**src/rtl/unified_mem_arbiter_if.sv**
```systemverilog
// Bus bundle between the fetch/data requesters, the arbiter and the unified memory port.
// The arbiter takes the slave modport; the requesters and memory model take master.
interface unified_mem_arbiter_if #(
    parameter int unsigned ADDR_W = 12,
    parameter int unsigned DATA_W = 32
);
    logic              if_req;
    logic [ADDR_W-1:0] if_addr;
    logic              if_gnt;
    logic              if_rvalid;
    logic [DATA_W-1:0] if_rdata;

    logic              d_req;
    logic              d_we;
    logic [ADDR_W-1:0] d_addr;
    logic [DATA_W-1:0] d_wdata;
    logic [2:0]        d_f3;
    logic              d_gnt;
    logic              d_rvalid;
    logic [DATA_W-1:0] d_rdata;

    logic [ADDR_W-1:0] mem_addr;
    logic              mem_read;
    logic              mem_write;
    logic [DATA_W-1:0] mem_wdata;
    logic [2:0]        mem_f3;
    logic [DATA_W-1:0] mem_rdata;

    logic              stall_if;
    logic              stall_d;
    logic              busy;

    modport slave (
        input  if_req, if_addr, d_req, d_we, d_addr, d_wdata, d_f3, mem_rdata,
        output if_gnt, if_rvalid, if_rdata, d_gnt, d_rvalid, d_rdata,
        output mem_addr, mem_read, mem_write, mem_wdata, mem_f3,
        output stall_if, stall_d, busy
    );

    modport master (
        output if_req, if_addr, d_req, d_we, d_addr, d_wdata, d_f3, mem_rdata,
        input  if_gnt, if_rvalid, if_rdata, d_gnt, d_rvalid, d_rdata,
        input  mem_addr, mem_read, mem_write, mem_wdata, mem_f3,
        input  stall_if, stall_d, busy
    );
endinterface

```
**src/rtl/unified_mem_arbiter.sv**
```systemverilog
// Arbitrates fetch and data requests onto one single-ported memory, one registered command
// per cycle, with a starvation guard for fetch and a tag pipeline routing read data back.
module unified_mem_arbiter #(
    parameter int unsigned ADDR_W     = 12,
    parameter int unsigned DATA_W     = 32,
    parameter int unsigned MEM_LAT    = 1,
    parameter int unsigned STARVE_MAX = 4
) (
    input logic                  clk,
    input logic                  rst,
    unified_mem_arbiter_if.slave bus
);
    typedef enum logic {StDpri, StIforce} state_e;

    localparam logic [3:0] StarveLim = 4'(STARVE_MAX - 1);

    state_e            state_q;
    logic [3:0]        starve_q;
    logic [ADDR_W-1:0] addr_q;
    logic              read_q;
    logic              write_q;
    logic [DATA_W-1:0] wdata_q;
    logic [2:0]        f3_q;
    logic [MEM_LAT:0]  tag_v_q;
    logic [MEM_LAT:0]  tag_d_q;

    logic if_win;
    logic d_win;
    logic if_denied;
    logic read_push;

    // No grant is issued while reset is held, since the command could not be registered.
    always_comb begin
        if_win = 1'b0;
        d_win  = 1'b0;
        if (!rst) begin
            if (state_q == StIforce) begin
                if_win = bus.if_req;
                d_win  = bus.d_req & ~bus.if_req;
            end else begin
                d_win  = bus.d_req;
                if_win = bus.if_req & ~bus.d_req;
            end
        end
    end

    assign if_denied = bus.if_req & ~if_win;
    assign read_push = if_win | (d_win & ~bus.d_we);

    always_ff @(posedge clk or posedge rst) begin
        if (rst) begin
            state_q  <= StDpri;
            starve_q <= '0;
            addr_q   <= '0;
            read_q   <= 1'b0;
            write_q  <= 1'b0;
            wdata_q  <= '0;
            f3_q     <= '0;
            tag_v_q  <= '0;
            tag_d_q  <= '0;
        end else begin
            unique case (state_q)
                StDpri: begin
                    if (if_denied && starve_q == StarveLim) state_q <= StIforce;
                end
                StIforce: begin
                    if (if_win || !bus.if_req) state_q <= StDpri;
                end
                default: state_q <= StDpri;
            endcase

            if (if_denied) begin
                if (starve_q != 4'hf) starve_q <= starve_q + 4'd1;
            end else begin
                starve_q <= '0;
            end

            read_q  <= read_push;
            write_q <= d_win & bus.d_we;
            if (if_win) begin
                addr_q <= bus.if_addr;
                f3_q   <= 3'b010;
            end else if (d_win) begin
                addr_q <= bus.d_addr;
                f3_q   <= bus.d_f3;
                if (bus.d_we) wdata_q <= bus.d_wdata;
            end

            // Entry i is valid in the i-th cycle after the command cycle; the head meets the data.
            for (int i = MEM_LAT; i > 0; i--) begin
                tag_v_q[i] <= tag_v_q[i-1];
                tag_d_q[i] <= tag_d_q[i-1];
            end
            tag_v_q[0] <= read_push;
            tag_d_q[0] <= d_win;
        end
    end

    assign bus.if_gnt    = if_win;
    assign bus.d_gnt     = d_win;
    assign bus.stall_if  = if_denied;
    assign bus.stall_d   = bus.d_req & ~d_win;

    assign bus.mem_addr  = addr_q;
    assign bus.mem_read  = read_q;
    assign bus.mem_write = write_q;
    assign bus.mem_wdata = wdata_q;
    assign bus.mem_f3    = f3_q;

    assign bus.if_rvalid = tag_v_q[MEM_LAT] & ~tag_d_q[MEM_LAT];
    assign bus.d_rvalid  = tag_v_q[MEM_LAT] & tag_d_q[MEM_LAT];
    assign bus.if_rdata  = bus.mem_rdata;
    assign bus.d_rdata   = bus.mem_rdata;

    assign bus.busy      = read_q | write_q | (|tag_v_q);
endmodule

```
**src/flat_wrapper.sv**
```systemverilog
// flat-port wrapper written by rule: the top's interface ports become plain ports
module unified_mem_arbiter_flat 
#(
    parameter int unsigned ADDR_W     = 12,
    parameter int unsigned DATA_W     = 32,
    parameter int unsigned MEM_LAT    = 1,
    parameter int unsigned STARVE_MAX = 4
)
  (clk, rst, bus_if_req, bus_if_addr, bus_d_req, bus_d_we, bus_d_addr, bus_d_wdata, bus_d_f3, bus_mem_rdata, bus_if_gnt, bus_if_rvalid, bus_if_rdata, bus_d_gnt, bus_d_rvalid, bus_d_rdata, bus_mem_addr, bus_mem_read, bus_mem_write, bus_mem_wdata, bus_mem_f3, bus_stall_if, bus_stall_d, bus_busy);
  unified_mem_arbiter_if #(.ADDR_W(ADDR_W), .DATA_W(DATA_W)) bus_i ();
  input logic clk;
  input logic rst;
  input wire logic [$bits(bus_i.if_req)-1:0] bus_if_req;
  input wire logic [$bits(bus_i.if_addr)-1:0] bus_if_addr;
  input wire logic [$bits(bus_i.d_req)-1:0] bus_d_req;
  input wire logic [$bits(bus_i.d_we)-1:0] bus_d_we;
  input wire logic [$bits(bus_i.d_addr)-1:0] bus_d_addr;
  input wire logic [$bits(bus_i.d_wdata)-1:0] bus_d_wdata;
  input wire logic [$bits(bus_i.d_f3)-1:0] bus_d_f3;
  input wire logic [$bits(bus_i.mem_rdata)-1:0] bus_mem_rdata;
  output wire logic [$bits(bus_i.if_gnt)-1:0] bus_if_gnt;
  output wire logic [$bits(bus_i.if_rvalid)-1:0] bus_if_rvalid;
  output wire logic [$bits(bus_i.if_rdata)-1:0] bus_if_rdata;
  output wire logic [$bits(bus_i.d_gnt)-1:0] bus_d_gnt;
  output wire logic [$bits(bus_i.d_rvalid)-1:0] bus_d_rvalid;
  output wire logic [$bits(bus_i.d_rdata)-1:0] bus_d_rdata;
  output wire logic [$bits(bus_i.mem_addr)-1:0] bus_mem_addr;
  output wire logic [$bits(bus_i.mem_read)-1:0] bus_mem_read;
  output wire logic [$bits(bus_i.mem_write)-1:0] bus_mem_write;
  output wire logic [$bits(bus_i.mem_wdata)-1:0] bus_mem_wdata;
  output wire logic [$bits(bus_i.mem_f3)-1:0] bus_mem_f3;
  output wire logic [$bits(bus_i.stall_if)-1:0] bus_stall_if;
  output wire logic [$bits(bus_i.stall_d)-1:0] bus_stall_d;
  output wire logic [$bits(bus_i.busy)-1:0] bus_busy;
  assign bus_i.if_req = bus_if_req;
  assign bus_i.if_addr = bus_if_addr;
  assign bus_i.d_req = bus_d_req;
  assign bus_i.d_we = bus_d_we;
  assign bus_i.d_addr = bus_d_addr;
  assign bus_i.d_wdata = bus_d_wdata;
  assign bus_i.d_f3 = bus_d_f3;
  assign bus_i.mem_rdata = bus_mem_rdata;
  assign bus_if_gnt = bus_i.if_gnt;
  assign bus_if_rvalid = bus_i.if_rvalid;
  assign bus_if_rdata = bus_i.if_rdata;
  assign bus_d_gnt = bus_i.d_gnt;
  assign bus_d_rvalid = bus_i.d_rvalid;
  assign bus_d_rdata = bus_i.d_rdata;
  assign bus_mem_addr = bus_i.mem_addr;
  assign bus_mem_read = bus_i.mem_read;
  assign bus_mem_write = bus_i.mem_write;
  assign bus_mem_wdata = bus_i.mem_wdata;
  assign bus_mem_f3 = bus_i.mem_f3;
  assign bus_stall_if = bus_i.stall_if;
  assign bus_stall_d = bus_i.stall_d;
  assign bus_busy = bus_i.busy;
  unified_mem_arbiter #(.ADDR_W(ADDR_W), .DATA_W(DATA_W), .MEM_LAT(MEM_LAT), .STARVE_MAX(STARVE_MAX)) u_core (.clk(clk), .rst(rst), .bus(bus_i));
endmodule
```
**config.mk**
```make
export PLATFORM = sky130hd
export DESIGN_NAME = unified_mem_arbiter_flat
export DESIGN_NICKNAME = d
export VERILOG_FILES = /design/src/rtl/unified_mem_arbiter_if.sv /design/src/rtl/unified_mem_arbiter.sv /design/src/flat_wrapper.sv
export SDC_FILE = /design/constraint.sdc
export NUM_CORES = 1
export LEC_CHECK = 0
export BUFFER_PORTS_ARGS = -buffer_cell sky130_fd_sc_hd__buf_2
export CELL_PAD_IN_SITES_DETAIL_PLACEMENT = 1
export CELL_PAD_IN_SITES_GLOBAL_PLACEMENT = 2
export CORE_MARGIN = 2
export CORE_UTILIZATION = 23
export DETAILED_ROUTE_END_ITERATION = 16
export PLACE_DENSITY = 0.89
export SETUP_SLACK_MARGIN = 0.15
export SYNTH_ARGS = -nofsm -noshare
export SYNTH_HDL_FRONTEND = slang
export SYNTH_SLANG_ARGS = --single-unit
```
**constraint.sdc**
```tcl
create_clock -name clk -period 2.43 [get_ports clk]
set_input_delay 0.1215 -clock clk [delete_from_list [all_inputs] [get_ports clk]]
set_output_delay 0.1215 -clock clk [all_outputs]
set_load 0.05 [all_outputs]
```
==> results.cfg <==
[run]
cap_violations = 0

[worst_setup_path]
end_kind = primary output
crit_fanout = 16
worstSetupPathType = in -> out
start_kind = input pin
worstPathRequired_ps = 2310
crit_arrival_ps = 1750

[clocking]
clock_sink_count = 57
path_clk_slew_ps = 50
clk_path_buf_depth = 2
cts.htree.levels = 3
clkLatencyLatePin_ps = 320
cts_tree = done
cts_buffers = 9
cts_resized = 0
clk_root_buffer_cell = clkbuf_16

[timing]
period_share_pct = 76.8
fin_setup_tns_ps = 0
holdWs_ps = 34.3
fin_ws_ps = 563
max_slew_margin_pct = 58.0
grt_setup_unrepaired = false
finalCriticalPeriod_ps = 1870
tightest_slew_ps = 630
clock_skew_ps = 4.07
hold_viol = 0
fmax_mhz = 536
setup_viol = 0
slew_violations = 0

[detailed_routing]
drt-initial-drc-count = 98
viasPerCell = 4.09
postRouteAntennaNets = 0
drc_errors = 0
vias = 1981
dr.pass1.iters = 4
totalWireLength_mm = 7.38
avgRoutedWirePerCell_um = 15.2

[placement]
place_congestion = 0.727
portBuffers = 119
place_ws_ps = 723
hpwl_mm = 5.36

[yosys]
avgSynthCellArea_um2 = 11.8
synth_area_um2 = 2960
post-synth-top-area-fraction_pct = 48.2
yosysTopAreaCell = dfrtp_1
yosysSeqAreaShare_pct = 48.2
synthTopCellsByArea = dfrtp_1, buf_4, mux2_4, a31oi_1, nand3_1
yosys-top-cells-count = buf_4, dfrtp_1, mux2_4
yosysWarnings = 0
yosysMostFrequentCell = buf_4
synth_cell_types = 31
synth_nets = 347
async_flop_share_pct = 100
ys_ff_latch = 57
synth_cells = 250
synthFlopType = dfrtp_1
synth_edf_count = 0

[floorplan]
fp.dieH_um = 117
initial_core_util_pct = 23.6
ios = 216
die_x_um = 117
dieArea_um2 = 13800
core_area_um2 = 12600
placementRows = 41

[grt]
first_global_vias = 2240
groute.usage.overall_pct = 11.1
grt_pass1_wl_mm = 11.9
antenna_found_initial = 0
grt_remaining_overflow = 0
grt_max_degree = 45

[cells_and_area]
antennaDiodeCount = 0
final_layout_size_suffix_gt1_share_pct = 55.4
final_util_pct = 27.8
fill_cells = 1433
multiInputGateArea_um2 = 932
syn2layout_area_growth_pct = 18.2
final_nets = 405
seq_area_um2 = 1430

[pwr]
p_leak_nw = 1.70
power_density_nw_per_um2 = 968
ir_worst_vdd_v = 0.000278
power_w = 0.00339

[status]
status = completed

[hold_path]
min_path_type = in -> reg
report_power, final:
group          switching [W]  leakage, nW  internal (W)
clock               0.000411        0.144      0.000760
combinational       0.000725        0.873      0.000308
sequential         0.0000839        0.681       0.00110
total                0.00122         1.70       0.00217
layer usage:
| layer | up-vias | global-route usage [%] | share of wire (%) |
|---|---|---|---|
| met3 | 31 | 3.97 | 7.3 |
| met4 | 0 | 6.63 | 4.0 |
| met5 | - | 0 | 0 |
| met2 | 85 | 16.9 | 46 |
| li1 | 904 | - | - |
| met1 | 961 | 13.3 | 43 |
sequential cells by signal, indices dropped and copies added, names as in the netlist:
name / count
u_core.bus.mem_write: 1
u_core.state_q: 1
u_core.bus.mem_f3: 3
u_core.tag_v_q: 2
u_core.bus.mem_addr: 12
u_core.bus.mem_wdata: 32
u_core.tag_d_q: 2
u_core.starve_q: 4
cell type report:
type | count | area share [%]
Multi-Input combinational cell | 114 | 26.6
Clock inverter | 3 | 0.429
Timing Repair Buffer | 123 | 18.0
Tap cell | 172 | 6.15
Sequential cell | 57 | 40.8
Inverter | 3 | 0.429
Clock buffer | 12 | 7.62
through the flow:
step | instances | area [um2]
finish | 484 | 3500
global route | 484 | 3500
CTS | 484 | 3500
detailed placement | 468 | 3210
global placement | 468 | 3210
floorplan | 250 | 2960
worst paths after layout:
| check | start | to | slack [ps] | cells after the start |
|---|---|---|---|---|
| max in group asynchronous | rst | u_core.bus.mem_wdata[25] | 1190 | 5 |
| setup reg to reg | u_core.state_q | u_core.bus.mem_wdata[11] | 740 | 3 |
| setup / recovery | rst | bus_d_gnt | 560 | 7 |
| hold / removal | bus_d_wdata[15] | u_core.bus.mem_wdata[15] | 30 | 2 |
| min in group asynchronous | rst | u_core.bus.mem_addr[11] | 420 | 4 |
| hold reg to reg | u_core.tag_d_q[0] | u_core.tag_d_q[1] | 350 | 0 |
placed cells by master (no fill, tap or decap), types with 9 or more instances in the layout:
cell / n
a31oi_1: 13
dfrtp_1: 57
clkbuf_16: 9
nand3_1: 15
o21ai_0: 14
mux2_4: 29
nor2_1: 18
buf_2: 119
timing repair:
| item | CTS | global route |
|---|---|---|
| setup endpoints to repair | 0 | 0 |
| hold buffers | 1 | 0 |
| endpoints found under the hold margin | 13 | 0 |
| setup buffers | 0 | 0 |
critical path, stage by stage:
cell           delay, ps
dlygate4sd3_1        520
buf_2                160
clkinvlp_4            70
buf_4                230
nand3_1              170
inv_1                170
buf_2                290
cells by family (layout without fill, tap and decap cells):
kind of cell / after synthesis / in the layout / synth area share, %
muxes: 33 / 33 / 16.2
and+or+nand+nor: 46 / 46 / 7.86
DFF: 57 / 57 / 48.2
xor gates and xnor gates: 1 / 1 / 0.296
AOI/OAI and AO/OA: 33 / 33 / 6.72
adders and majority gates: 1 / 1 / 0.423
buffers and inverters: 79 / 141 / 20.3
(Power assumes the default switching activity.)
